`config.mk`:
```
export PLATFORM = sky130hd
export DESIGN_NAME = edu_esm_frontend
export DESIGN_NICKNAME = d
export VERILOG_FILES = /design/src/rtl/edu_esm_frontend.sv
export SDC_FILE = /design/constraint.sdc
export NUM_CORES = 1
export LEC_CHECK = 0
export ABC_CLOCK_PERIOD_IN_PS = 3300
export CAP_MARGIN = 30
export CORE_MARGIN = 2
export CORE_UTILIZATION = 53
export CTS_CLUSTER_SIZE = 30
export DETAILED_ROUTE_END_ITERATION = 6
export PLACE_DENSITY = 0.84
export SETUP_SLACK_MARGIN = 0.15
export SLEW_MARGIN = 20
export SYNTH_ARGS = -nofsm -noshare
export SYNTH_HDL_FRONTEND = slang
export SYNTH_SLANG_ARGS = --single-unit
```
`constraint.sdc`:
```
create_clock -name clk -period 3.3 [get_ports clk]
set_input_delay 0.495 -clock clk [delete_from_list [all_inputs] [get_ports clk]]
set_output_delay 0.495 -clock clk [all_outputs]
set_load 0.05 [all_outputs]
```
`src/rtl/edu_esm_frontend.sv`:
```
// EDU cell ESM front end: measurement FIFO, detection events, ESM history.
// Optional macro EDU_BUF_BYPASS_EN feeds aqmeas straight to an empty head.
module edu_esm_frontend #(
  parameter int BUF_DEPTH = 4,
  parameter int ESM_DEPTH = 4,
  parameter int IDX_BW    = $clog2(ESM_DEPTH),
  parameter int CNT_BW    = $clog2(BUF_DEPTH + 1)
) (
  input  logic                 clk,
  input  logic                 rst_n,
  input  logic                 active,
  input  logic                 aqmeas_valid,
  input  logic                 aqmeas,
  input  logic                 pop_aqmeasbuf,
  input  logic                 set_first_aqmeas,
  input  logic                 wr_zeroesm,
  input  logic                 last_aqmeas_flip,
  input  logic                 apply_aqmeas_flip,
  input  logic                 set_measerr_flag,
  input  logic                 clr_head,
  input  logic                 clr_first,
  input  logic                 clr_second,
  output logic                 buf_valid,
  output logic [CNT_BW-1:0]    buf_count,
  output logic                 buf_ovf,
  output logic                 esm_head,
  output logic                 esm_exist,
  output logic [ESM_DEPTH-1:0] esm_vec,
  output logic [IDX_BW-1:0]    first_idx,
  output logic                 first_found,
  output logic [IDX_BW-1:0]    second_idx,
  output logic                 second_found,
  output logic                 eigen
);
  localparam int PW = $clog2(BUF_DEPTH);

  logic                 mem_q [BUF_DEPTH];
  logic [PW-1:0]        rd_q, wr_q;
  logic [CNT_BW-1:0]    cnt_q;
  logic                 ovf_q;
  logic                 first_q, first_d;
  logic                 prev0_q, prev0_d;
  logic                 prev1_q, prev1_d;
  logic                 flip_q, flip_d;
  logic                 merr_q, merr_d;
  logic [ESM_DEPTH-1:0] esm_q, esm_d;

  logic bypass, head, pop, fifo_pop;
  logic full, push_ok, drop, esm_val;

  function automatic logic [PW-1:0] nxt(input logic [PW-1:0] p);
    return (p == PW'(BUF_DEPTH - 1)) ? '0 : p + 1'b1;
  endfunction

`ifdef EDU_BUF_BYPASS_EN
  assign bypass = (cnt_q == '0) & aqmeas_valid & pop_aqmeasbuf;
`else
  assign bypass = 1'b0;
`endif

  assign head      = bypass ? aqmeas : mem_q[rd_q];
  assign buf_valid = (cnt_q != '0) | bypass;
  assign pop       = pop_aqmeasbuf & buf_valid;
  assign fifo_pop  = pop & ~bypass;
  assign full      = (cnt_q == CNT_BW'(BUF_DEPTH));
  assign push_ok   = aqmeas_valid & ~bypass & (~full | fifo_pop);
  assign drop      = aqmeas_valid & ~bypass & full & ~fifo_pop;

  assign esm_val = (first_q | wr_zeroesm | ~active) ? 1'b0
                 : head ^ prev0_q ^ merr_q;

  always_comb begin
    first_idx    = '0;
    second_idx   = '0;
    first_found  = 1'b0;
    second_found = 1'b0;
    for (int i = 0; i < ESM_DEPTH; i++) begin
      if (esm_q[i]) begin
        if (!first_found) begin
          first_found = 1'b1;
          first_idx   = IDX_BW'(i);
        end else if (!second_found) begin
          second_found = 1'b1;
          second_idx   = IDX_BW'(i);
        end
      end
    end
  end

  always_comb begin
    prev0_d = prev0_q;
    prev1_d = prev1_q;
    first_d = first_q;
    merr_d  = merr_q;
    flip_d  = flip_q;
    esm_d   = esm_q;
    if (pop) begin
      prev0_d = first_q ? 1'b0 : prev1_q;
      prev1_d = head;
      first_d = 1'b0;
      merr_d  = 1'b0;
    end else begin
      if (set_first_aqmeas) first_d = 1'b1;
      if (set_measerr_flag & esm_q[0]) merr_d = 1'b1;
    end
    // Flip acts on whatever prev0 is about to become, including a fresh load.
    if (apply_aqmeas_flip & flip_q) prev0_d = ~prev0_d;
    if (last_aqmeas_flip) flip_d = 1'b1;
    else if (apply_aqmeas_flip) flip_d = 1'b0;
    if (pop | wr_zeroesm)
      esm_d = {esm_val, esm_q[ESM_DEPTH-1:1]};
    else if (clr_head)
      esm_d[0] = 1'b0;
    else if (clr_first & first_found)
      esm_d[first_idx] = 1'b0;
    else if (clr_second & second_found) begin
      esm_d[0]          = 1'b0;
      esm_d[second_idx] = 1'b0;
    end
  end

  always_ff @(posedge clk) begin
    if (push_ok) mem_q[wr_q] <= aqmeas;
  end

  always_ff @(posedge clk) begin
    if (!rst_n) begin
      rd_q    <= '0;
      wr_q    <= '0;
      cnt_q   <= '0;
      ovf_q   <= 1'b0;
      first_q <= 1'b1;
      prev0_q <= 1'b0;
      prev1_q <= 1'b0;
      flip_q  <= 1'b0;
      merr_q  <= 1'b0;
      esm_q   <= '0;
    end else begin
      if (push_ok)  wr_q <= nxt(wr_q);
      if (fifo_pop) rd_q <= nxt(rd_q);
      cnt_q   <= cnt_q + CNT_BW'(push_ok) - CNT_BW'(fifo_pop);
      if (drop) ovf_q <= 1'b1;
      first_q <= first_d;
      prev0_q <= prev0_d;
      prev1_q <= prev1_d;
      flip_q  <= flip_d;
      merr_q  <= merr_d;
      esm_q   <= esm_d;
    end
  end

  assign buf_count = cnt_q;
  assign buf_ovf   = ovf_q;
  assign esm_head  = esm_q[0];
  assign esm_exist = |esm_q;
  assign esm_vec   = esm_q;
  assign eigen     = merr_q ^ prev1_q ^ prev0_q;
endmodule
```
Word level (Yosys, flattened, before mapping)
Memories as Yosys holds them, arrays and structs flattened. A register that Yosys moved wholly into a read port is not among the register bits.
Cells that the tools add are included.

word-level totals
  logic and storage cells = 106
  register bits after elaboration = 17
  memories = 1
  input bits = 14
  memory bits (writable) = 4

cells by class
  $lt $le $gt $ge = 4
  add/sub/neg operators = 4
  reduce and logical (&&, ||, !) cells = 10
  bitwise logic cells = 25
  equality and inequality tests = 4
  muxes and demuxes = 47

memory list
  memory  depth  width  read ports  clocked after Yosys merged registers in  wr ports  RTL line  RTL
  mem_q   4      1      1           1                                        1         37        logic mem_q [BUF_DEPTH];

operators with widths
  operator                                                            count
  2-to-1 mux 2 bit                                                    14
  2-to-1 mux 1 bit                                                    27
  2-to-1 mux 4 bit                                                    3
  bitwise AND 1 bit                                                   8
  bitwise AND 4 bit                                                   2
  inverter 4 bit                                                      2
  less-than comparator 2 x 3 -> 1 bit (second input constant)         2
  nonzero test 3 bit                                                  2
  inverter 1 bit                                                      5
  adder 2 x 1 -> 2 bit (second input constant)                        2
  demux 1 bit (select 2 bit)                                          2
  == test 2 bit (second input constant)                               2
  greater-or-equal comparator 2 x 1 -> 1 bit (second input constant)  2
  OR 1 bit                                                            4
  nonzero test 2 bit                                                  2
  nonzero test 4 bit                                                  1
  OR reduction 4 bit                                                  1
  XOR 1 bit                                                           4
  adder 3 x 1 -> 3 bit                                                1
  == test 3 bit (second input constant)                               1
  2-to-1 mux 3 bit                                                    1
  subtractor 3 x 1 -> 3 bit                                           1
  logical AND 1 bit                                                   2
  inequality test 2 x 1 -> 1 bit (second input constant)              1
  2 further kinds                                                     2

Depth between registers and ports, before layout
Gate-level depths: netlist (run 1).

  depth after elaboration = 19
  mapped depth = 11

Worst setup path before layout (run 1)
OpenSTA, ideal clock, no wires.

  path type = register -> register
  start = reg esm_q[0], in the netlist esm_vec[0]
  end = reg esm_q[1], in the netlist esm_vec[1]
  period minus slack after synthesis = 3.061 ns
  library setup time = 0.117 ns
  path buffers = 0
  required time = 3.183 ns
  setup slack = 0.239 ns
  stages on the path, launching flop included = 8
  arrival time = 2.944 ns
  cell sequence = dfxtp_1 inv_1 ha_1 nand2_1 mux2i_1 nand3_1 a211o_1 a32o_1

on the way
  elaborated cells on any way between the ends = 46

RTL lines
  item                                                                                                                            RTL line  RTL
  start, declared                                                                                                                 46        logic [ESM_DEPTH-1:0] esm_q, esm_d;
  start signal, assigned                                                                                                          148       esm_q <= esm_d;
  2-to-1 mux 1 bit *                                                                                                              78        if (esm_q[i]) begin
  2-to-1 mux 1 bit                                                                                                                79        if (!first_found) begin
  2-to-1 mux 1 bit                                                                                                                78
  2-to-1 mux 2 bit                                                                                                                79
  2-to-1 mux 2 bit                                                                                                                78
  2-to-1 mux 2 bit                                                                                                                79
  2-to-1 mux 2 bit *                                                                                                              78
  named net first_idx[0]                                                                                                          29        output logic [IDX_BW-1:0] first_idx,
  less-than comparator 2 x 3 -> 1 bit (not written as such) / greater-or-equal comparator 2 x 1 -> 1 bit (equally long branches)  115       esm_d[first_idx] = 1'b0;
  logical AND 1 bit (not written as such)                                                                                         115
  2-to-1 mux 1 bit (not written as such)                                                                                          115
  demux 1 bit (select 2 bit) *                                                                                                    115
  inverter 4 bit (no line) *                                                                                                      n/a
  bitwise AND 4 bit (no line) *                                                                                                   n/a
  2-to-1 mux 4 bit *                                                                                                              114       else if (clr_first & first_found)
  2-to-1 mux 3 bit *                                                                                                              112       else if (clr_head)
  2-to-1 mux 4 bit *                                                                                                              110       if (pop | wr_zeroesm)

The timed path passes the listed nets; every way through them passes the cells marked *. The select of a mux whose other input is x is not followed.
A chain may end at the register's enable or synchronous reset.

Final worst setup path (run 1)
  start = reg esm_q[0], in the netlist esm_vec[0]
  end = out first_idx[0]

on the way
  longest elaborated chain between the ends = 7
  elaborated cells on any way between the ends = 9

RTL lines
  item                RTL line
  2-to-1 mux 1 bit *  78
  2-to-1 mux 1 bit    79
  2-to-1 mux 1 bit    78
  2-to-1 mux 2 bit    79
  2-to-1 mux 2 bit    78
  2-to-1 mux 2 bit    79
  2-to-1 mux 2 bit *  78
  end, declared       29

Mark *: on every way between the ends. The rest lies on a longest branch, timed or not.

==> results of run 1 <==
report_power, final:
group          total (µW)  internal, µW  switching (µW)
registers             370           326            43.8
clock network         131          45.2            85.8
logic                 341           144             197
total                 842           516             326
state kept, by name, indices dropped and copies added (netlist names), named ones only:
name / flops
prev1_q: 1
prev0_q: 1
flip_q: 1
mem_q: 4
buf_ovf: 1
rd_q: 2
buf_count: 3
wr_q: 2
merr_q: 1
esm_vec: 4
first_q: 1
per-stage QoR:
stage | setup WS, ns | instances | total power [µW] | hold WS [ns]
after detailed placement | 0.299 | 200 | 720 | 0.484
final | 0.299 | 204 | 842 | 0.522
after floorplan | 0.239 | 143 | 612 | 0.464
after global placement | 0.356 | 200 | 708 | 0.475
after CTS | 0.216 | 204 | 847 | 0.520
after global routing | 0.153 | 204 | 889 | 0.544
logic make-up after synthesis:
| logic type | after synthesis | share of synthesized area |
|---|---|---|
| compound gates | 27 | 0.156 |
| xor+xnor | 6 | 0.0379 |
| fa+ha+maj | 13 | 0.123 |
| buf+inv | 16 | 0.0559 |
| flops | 23 | 0.361 |
| mux | 4 | 0.0379 |
| simple gates | 54 | 0.229 |
worst register-to-register path, cell delays in order (launching register included):
cell     delay, ns
dfxtp_1       0.53
nor4b_1       0.12
nor2b_1       0.34
inv_1         0.12
ha_1          0.29
inv_1         0.05
ha_1          0.13
inv_1         0.05
fa_1          0.37
xnor2_1       0.15
xnor2_1       0.13
and2_1        0.15
area by class of cell:
| type | count | area (µm²) | share of cell area |
|---|---|---|---|
| multi-input combinational | 104 | 810 | 0.466 |
| sequential | 23 | 500 | 0.288 |
| timing repair buffer | 31 | 315 | 0.181 |
| inverter | 12 | 47.5 | 0.0274 |
| tap | 30 | 37.5 | 0.0216 |
| clock buffer | 3 | 22.5 | 0.0130 |
| clock inverter | 1 | 5.00 | 0.00288 |
per-layer routing:
| metal | vias to the layer above | track usage |
|---|---|---|
| li1 | 564 | - |
| met2 | 34 | 0.310 |
| met5 | - | 0 |
| met4 | 0 | 0.0366 |
| met3 | 2 | 0.0323 |
| met1 | 502 | 0.264 |
placed cells by master (no fill, tap or decap), types with 3 or more instances in the layout:
master / netlist / layout
nor3b_1: 3 / 3
xnor2_1: 5 / 5
nor2_1: 5 / 5
ha_1: 12 / 12
mux2i_1: 3 / 3
o21ai_0: 3 / 3
nand2_1: 15 / 15
a21oi_1: 6 / 6
edfxtp_1: 4 / 4
dfxtp_1: 19 / 19
clkbuf_4: 0 / 3
and2_1: 7 / 7
clkdlybuf4s50_1: 0 / 29
inv_1: 11 / 11
nor2b_1: 7 / 7
Yosys cell counts (2+ instances only):
master     n  area [µm²]
dfxtp_1   19         380
nand2_1   15        56.3
ha_1      12         150
inv_1     11        41.3
and2_1     7        43.8
nor2b_1    7        43.8
a21oi_1    6        30.0
nor2_1     5        18.8
xnor2_1    5        43.8
edfxtp_1   4         120
mux2i_1    3        30.0
nor3b_1    3        22.5
o21ai_0    3        15.0
a21boi_0   2        15.0
a31oi_1    2        12.5
a32o_1     2        20.0
buf_4      2        15.0
nand2_2    2        12.5
nand3_1    2        10.0
nor4b_1    2        17.5
o21a_1     2        15.0
final timing paths:
path / to / start
max: first_idx[0] / esm_vec[0]
min: buf_ovf / buf_ovf
max reg2reg: buf_count[2] / buf_count[1]
min reg2reg: buf_ovf / buf_ovf
==> flow_metrics.tcl, run 1 <==
set metrics [dict create \
    status "finished clean" \
    startpoint_type "flip-flop" \
    ff2ff_path_depth 11 \
    power_density_nw_per_um2 484 \
    synth_cells 143 \
    die_y_um 55.2 \
    placementRows 18 \
    vdd_drop_max_mv 0.553 \
    finish.utilization 0.702 \
    place.port_buffers 31 \
    hpwl_um 2090 \
    cp_cell_sequence "inv_1 > ha_1 > nand2_1 > mux2i_1 > clkdlybuf4s50_1" \
    h-tree-depth 1 \
    gp_congestion 0.844 \
    grt_use_total 0.189 \
    clock_skew_ns 0.0113 \
    critical_path_buf_inv_count 2 \
    drv_cap 0 \
    n_antenna_cell 0 \
    final_antenna_net_count 0 \
    viasPerCell 5.40 \
    cts_root_buffer "clkbuf_4" \
    leakage_uw 0.000721 \
    relSlewSlack 0.662 \
    gr-total-overflow 0 \
    cts_sinks 23 \
    m1WireLength_um 1220 \
    critPathTopFamily "buffers and inverters" \
    cts_setup_buffers 0 \
    antenna_found_initial 0 \
    rsz0062_at_grt "false" \
    drv_slew 0 \
    crit_required_ns 2.80 \
    numCtsBuffers 3 \
    finalSetupViolations 0 \
    finalCritPeriodShare 0.909 \
    worst_pin_slew_ns 0.505 \
    met3_length_um 129 \
    ys_seq_area_frac 0.361 \
    syn_avg_cell_area_um2 9.70 \
    dominantRegCellSynth "dfxtp_1" \
    crit_slowest_cell "clkdlybuf4s50_1" \
    synth_edf_count 4 \
    grt_max_degree 17 \
    cts_max_path_buffers 2 \
    netlist_area_um2 1390 \
    grt_pass1_wl_um 4150 \
    drt_wl_total_um 2620 \
    drcViolationCount 0 \
    drt-initial-drc-count 18 \
    fin_nets 202 \
    first_pass_iters 4 \
    fill_cells 205 \
    via_count 1102 \
    timing.fmax_ghz 0.333 \
    wl_met2_um 1260 \
    synth_cell_types 48 \
    area_growth_pct 25.2 \
    cp-end-kind "output pin" \
    critPathMaxFanout 6 \
    pin_count 32 \
    grt_pass1_vias 961 \
    clock_latency_ns 0.31 \
    synthArstFlopShare 0 \
    wl_per_cell_um 12.8 \
    yosysWarnings 0 \
    worstPathArrival_ns 2.51 \
    r2r_setup_slack_ns 0.77 \
    die-area_um2 3040 \
    ys_ff_latch 23 \
    stdcell_area_um2 1740 \
    hp-class "reg -> reg" \
    tns_ns 0 \
    placed_cell_area_um2 1710 \
    initial_core_util 0.560 \
    coreArea_um2 2480 \
    highest_layer "met4" \
    max_stage_delay_ns 0.86 \
    critPathKind "reg -> out" \
    final-hold-violation-count 0 \
    cp.depth 5 \
    cts_tree "yes" \
    ctsResizeCount 0 \
    hold_depth 2 \
    post-route-min-period_ns 3.00 \
    syn_nets 170 \
    die_w_um 55.2 \
    drive_gt1_frac 0.0920 \
    cts_hold_buffers 0 \
    cts.clk_slew.worst_paths_ns 0.14 \
]
Power figures use the tool's default switching activity.
==> run 2, diff against run 1 <==
--- a/config.mk
+++ b/config.mk
@@ -11,7 +11,8 @@
 export CORE_UTILIZATION = 53
 export CTS_CLUSTER_SIZE = 30
 export DETAILED_ROUTE_END_ITERATION = 6
-export PLACE_DENSITY = 0.84
+export PLACE_DENSITY = 0.82
+export RECOVER_POWER = 100
 export SETUP_SLACK_MARGIN = 0.15
 export SLEW_MARGIN = 20
 export SYNTH_ARGS = -nofsm -noshare
==> flow_metrics.tcl, run 2 (synthesis results as in run 1) <==
set metrics [dict create \
    status "finished clean" \
    area_growth_pct 22.2 \
    ctsResizeCount 0 \
    final_cell_mix "19 x dfxtp_1, 19 x dlygate4sd3_1, 15 x nand2_1" \
    finalSetupViolations 0 \
    r2r_setup_slack_ns 0.44 \
    final-hold-violation-count 0 \
    die-area_um2 3040 \
    holdWs_ns 0.517 \
    grt.met2_usage 0.333 \
    worst_pin_slew_ns 1.04 \
    cts_root_buffer "clkbuf_4" \
    cts_hold_buffers 0 \
    gr-total-overflow 0 \
    drt_wl_total_um 2730 \
    post-route-min-period_ns 3.01 \
    initial_core_util 0.560 \
    reg2reg_from "buf_count[1]" \
    cts_setup_buffers 0 \
    place.port_buffers 31 \
    antenna_found_initial 0 \
    rsz0062_at_grt "false" \
    n_antenna_cell 0 \
    coreArea_um2 2480 \
    drv_slew 0 \
    crit_required_ns 2.80 \
    cts.clk_slew.worst_paths_ns 0.12 \
    hold_depth 2 \
    grt_pass1_wl_um 4400 \
    critPathKind "reg -> out" \
    drv_cap 0 \
    instances_no_fill 204 \
    first_pass_iters 4 \
    worstPathArrival_ns 2.51 \
    viasPerCell 5.43 \
    cp-end-kind "output pin" \
    placed_cell_area_um2 1710 \
    grt-busiest-layer "met2" \
    numCtsBuffers 3 \
    gp_congestion 0.878 \
    relSlewSlack 0.302 \
    min_to "prev1_q" \
    cts_tree "yes" \
    via_count 1108 \
    finish.utilization 0.684 \
    dp.cells 200 \
    placementRows 18 \
    cts_sinks 23 \
    grt_pass1_vias 1012 \
    final_antenna_net_count 0 \
    drcViolationCount 0 \
    leakage_uw 0.000720 \
    finalCritPeriodShare 0.911 \
    hpwl_um 2140 \
    wl_per_cell_um 13.4 \
    critPathMaxFanout 6 \
    grt_max_degree 17 \
    ff2ff_path_depth 10 \
    min_from "prev1_q" \
    cts_max_path_buffers 2 \
    startpoint_type "flip-flop" \
    die_w_um 55.2 \
    met1_usage 0.267 \
    grt_use_total 0.203 \
    gr-usage-met3 0.0565 \
    timing.fmax_ghz 0.333 \
    power_density_nw_per_um2 483 \
    tns_ns 0 \
    hp-class "reg -> reg" \
    stdcell_area_um2 1700 \
    drive_gt1_frac 0.0805 \
    r2r-end "buf_count[2]" \
    h-tree-depth 1 \
    vdd_drop_max_mv 0.588 \
    die_y_um 55.2 \
    clock_latency_ns 0.32 \
    clock_skew_ns 0.0141 \
    drt-initial-drc-count 39 \
    pin_count 32 \
    fin_nets 202 \
]
-- run 2: cell count changes in the layout (fill, tap and decap cells not counted) --
cell | before | now
and2_0 | 0 | 5
and2_1 | 7 | 2
clkbuf_1 | 0 | 2
clkdlybuf4s50_1 | 29 | 10
dlygate4sd3_1 | 0 | 19
dlymetal6s2s_1 | 2 | 0
nor3b_1 | 3 | 4
nor3b_4 | 1 | 0
o31ai_1 | 1 | 2
o31ai_4 | 1 | 0
-- run 2: layout make-up --
type	count	area [µm²]
clock inverter	1	5.00
inverter	12	47.5
timing repair buffer	31	298
multi-input combinational	104	785
tap	30	37.5
sequential	23	500
fill	208	782
clock buffer	3	22.5
-- run 2: worst max path at each step --
stage / slack [ns] / endpoint / start
floorplan: 0.24 / esm_vec[1] / esm_vec[0]
global placement: 0.35 / buf_count[2] / pop_aqmeasbuf
detailed placement: 0.25 / buf_count[2] / pop_aqmeasbuf
CTS: 0.18 / second_idx[0] / esm_vec[0]
global route: 0.10 / first_idx[0] / esm_vec[0]
finish: 0.29 / first_idx[0] / esm_vec[0]
-- run 2: report_power, final --
group          internal [µW]  switching (µW)
logic                    128             196
clock network           45.3            85.6
registers                326            37.2
total                    500             318
-- run 2: stage by stage --
step                setup WS (ns)  total power [µW]
finish                      0.293               818
global route                0.103               873
CTS                         0.185               851
detailed placement          0.252               719
global placement            0.352               708
floorplan                   0.239               612
-- run 2: per-layer routing --
layer  part of all wire  wire, µm
met5                  0         0
met4             0.0037        10
met3              0.046       125
met2               0.48      1320
met1               0.47      1270
-- run 2: worst max-delay path, cell delays in order (launching register included) --
cell and delay, ns:
dfxtp_1 0.43, inv_1 0.13, ha_1 0.31, nand2_1 0.13
mux2i_1 0.29, dlygate4sd3_1 0.92
==> run 3, diff against run 2 <==
--- a/config.mk
+++ b/config.mk
@@ -11,8 +11,10 @@
 export CORE_UTILIZATION = 53
 export CTS_CLUSTER_SIZE = 30
 export DETAILED_ROUTE_END_ITERATION = 6
+export HOLD_SLACK_MARGIN = 0.15
 export PLACE_DENSITY = 0.82
 export RECOVER_POWER = 100
+export REMOVE_ABC_BUFFERS = 1
 export SETUP_SLACK_MARGIN = 0.15
 export SLEW_MARGIN = 20
 export SYNTH_ARGS = -nofsm -noshare
==> flow_metrics.tcl, run 3 (synthesis results as in run 1) <==
set metrics [dict create \
    drcViolationCount 0 \
    coreArea_um2 2480 \
    power_density_nw_per_um2 489 \
    worstPathArrival_ns 2.52 \
    cts_root_buffer "clkbuf_4" \
    pin_count 32 \
    wl_per_cell_um 13.9 \
    ctsResizeCount 1 \
    leakage_uw 0.000725 \
    antenna_found_initial 0 \
    pre_cts_slack_ns 0.188 \
    critPathMaxFanout 6 \
    ff2ff_path_depth 10 \
    die-area_um2 3040 \
    place.port_buffers 31 \
    drt-initial-drc-count 10 \
    cts_sinks 23 \
    post-route-min-period_ns 3.01 \
    h-tree-depth 1 \
    cp-end-kind "output pin" \
    die_w_um 55.2 \
    numCtsBuffers 3 \
    initial_core_util 0.560 \
    n_antenna_cell 0 \
    clock_skew_ns 0.0119 \
    gr-total-overflow 0 \
    startpoint_type "flip-flop" \
    final_antenna_net_count 0 \
    relSlewSlack 0.606 \
    clock_latency_ns 0.32 \
    viasPerCell 5.50 \
    final-hold-violation-count 0 \
    die_y_um 55.2 \
    drv_slew 0 \
    grt_use_total 0.210 \
    cts.clk_slew.worst_paths_ns 0.14 \
    cts_hold_buffers 0 \
    min_to "buf_ovf" \
    totalPowerFinal_uw 837 \
    via_count 1121 \
    crit_required_ns 2.80 \
    drive_gt1_frac 0.0805 \
    critPathKind "reg -> out" \
    area_growth_pct 23.3 \
    cts_max_path_buffers 2 \
    final_cell_mix "19 x dfxtp_1, 19 x dlygate4sd3_1, 15 x nand2_1" \
    placementRows 18 \
    finalCritPeriodShare 0.913 \
    setup_slack_ns 0.287 \
    reg2reg_from "buf_count[2]" \
    min_from "buf_ovf" \
    cts_tree "yes" \
    gp_congestion 0.801 \
    fin_nets 202 \
    grt_pass1_wl_um 4510 \
    worst_pin_slew_ns 0.593 \
    placed_cell_area_um2 1710 \
    rsz0062_at_grt "false" \
    status "finished clean" \
    r2r-end "buf_count[2]" \
    grt_pass1_vias 1030 \
    hp-class "reg -> reg" \
    drt_wl_total_um 2830 \
    r2r_setup_slack_ns 0.50 \
    hpwl_um 2150 \
    finish.utilization 0.690 \
    tns_ns 0 \
    cts_setup_buffers 0 \
    vdd_drop_max_mv 0.677 \
    grt_max_degree 17 \
    stdcell_area_um2 1710 \
    drv_cap 0 \
    timing.fmax_ghz 0.332 \
    finalSetupViolations 0 \
    hold_depth 2 \
    first_pass_iters 4 \
    fill_cells 223 \
]
[run 3: cell types whose count changed in the layout (fill, tap and decap cells not counted), sizes merged]
cell / before / now
clkbuf: 5 / 4
clkinvlp: 0 / 1
dlygate4sd2: 0 / 1
inv: 12 / 11
[run 3: layer usage]
metal  vias up  track usage  routed length, µm
met2        33        0.375               1380
met5         -            0                  0
met3         3       0.0242                125
met4         0       0.0488                 21
met1       524        0.269               1300
li1        561            -                  -
[run 3: worst max-delay path, stage by stage, from the launching register on]
cell	delay, ns
dfxtp_1	0.44
inv_1	0.14
ha_1	0.30
nand2_1	0.13
mux2i_1	0.29
dlygate4sd3_1	0.91
[run 3: metrics by stage]
stage,hold slack (ns),instances
floorplan,0.464,139
global placement,0.482,200
detailed placement,0.491,200
CTS,0.518,204
global route,0.543,204
finish,0.512,204
[run 3: power by group]
part / switching [µW] / leakage [µW] / total (µW) / internal, µW
logic: 202 / 0.000515 / 333 / 131
registers: 43.6 / 0.000192 / 370 / 326
clock network: 88.6 / 0.0000177 / 134 / 45.4
[run 3: final cells by class]
cell class,instances,area [µm²],share of cell area
clock buffers,3,22.5,0.0132
well taps,30,37.5,0.0219
inverters,12,46.3,0.0271
repair buffers,31,303,0.177
multi-input cells,104,796,0.465
clock inverters,1,5.00,0.00293
flip-flops and latches,23,500,0.293
[run 3: how the worst max path moves through the flow]
| stage | from | to | cells after the start |
|---|---|---|---|
| 2_1_floorplan | esm_vec[0] | esm_vec[1] | 7 |
| 5_1_grt | esm_vec[0] | first_idx[0] | 5 |
| 3_3_place_gp | pop_aqmeasbuf | buf_count[2] | 12 |
| 4_1_cts | esm_vec[0] | second_idx[0] | 6 |
| 6_report | esm_vec[0] | first_idx[0] | 5 |
| 3_5_place_dp | pop_aqmeasbuf | buf_count[2] | 12 |
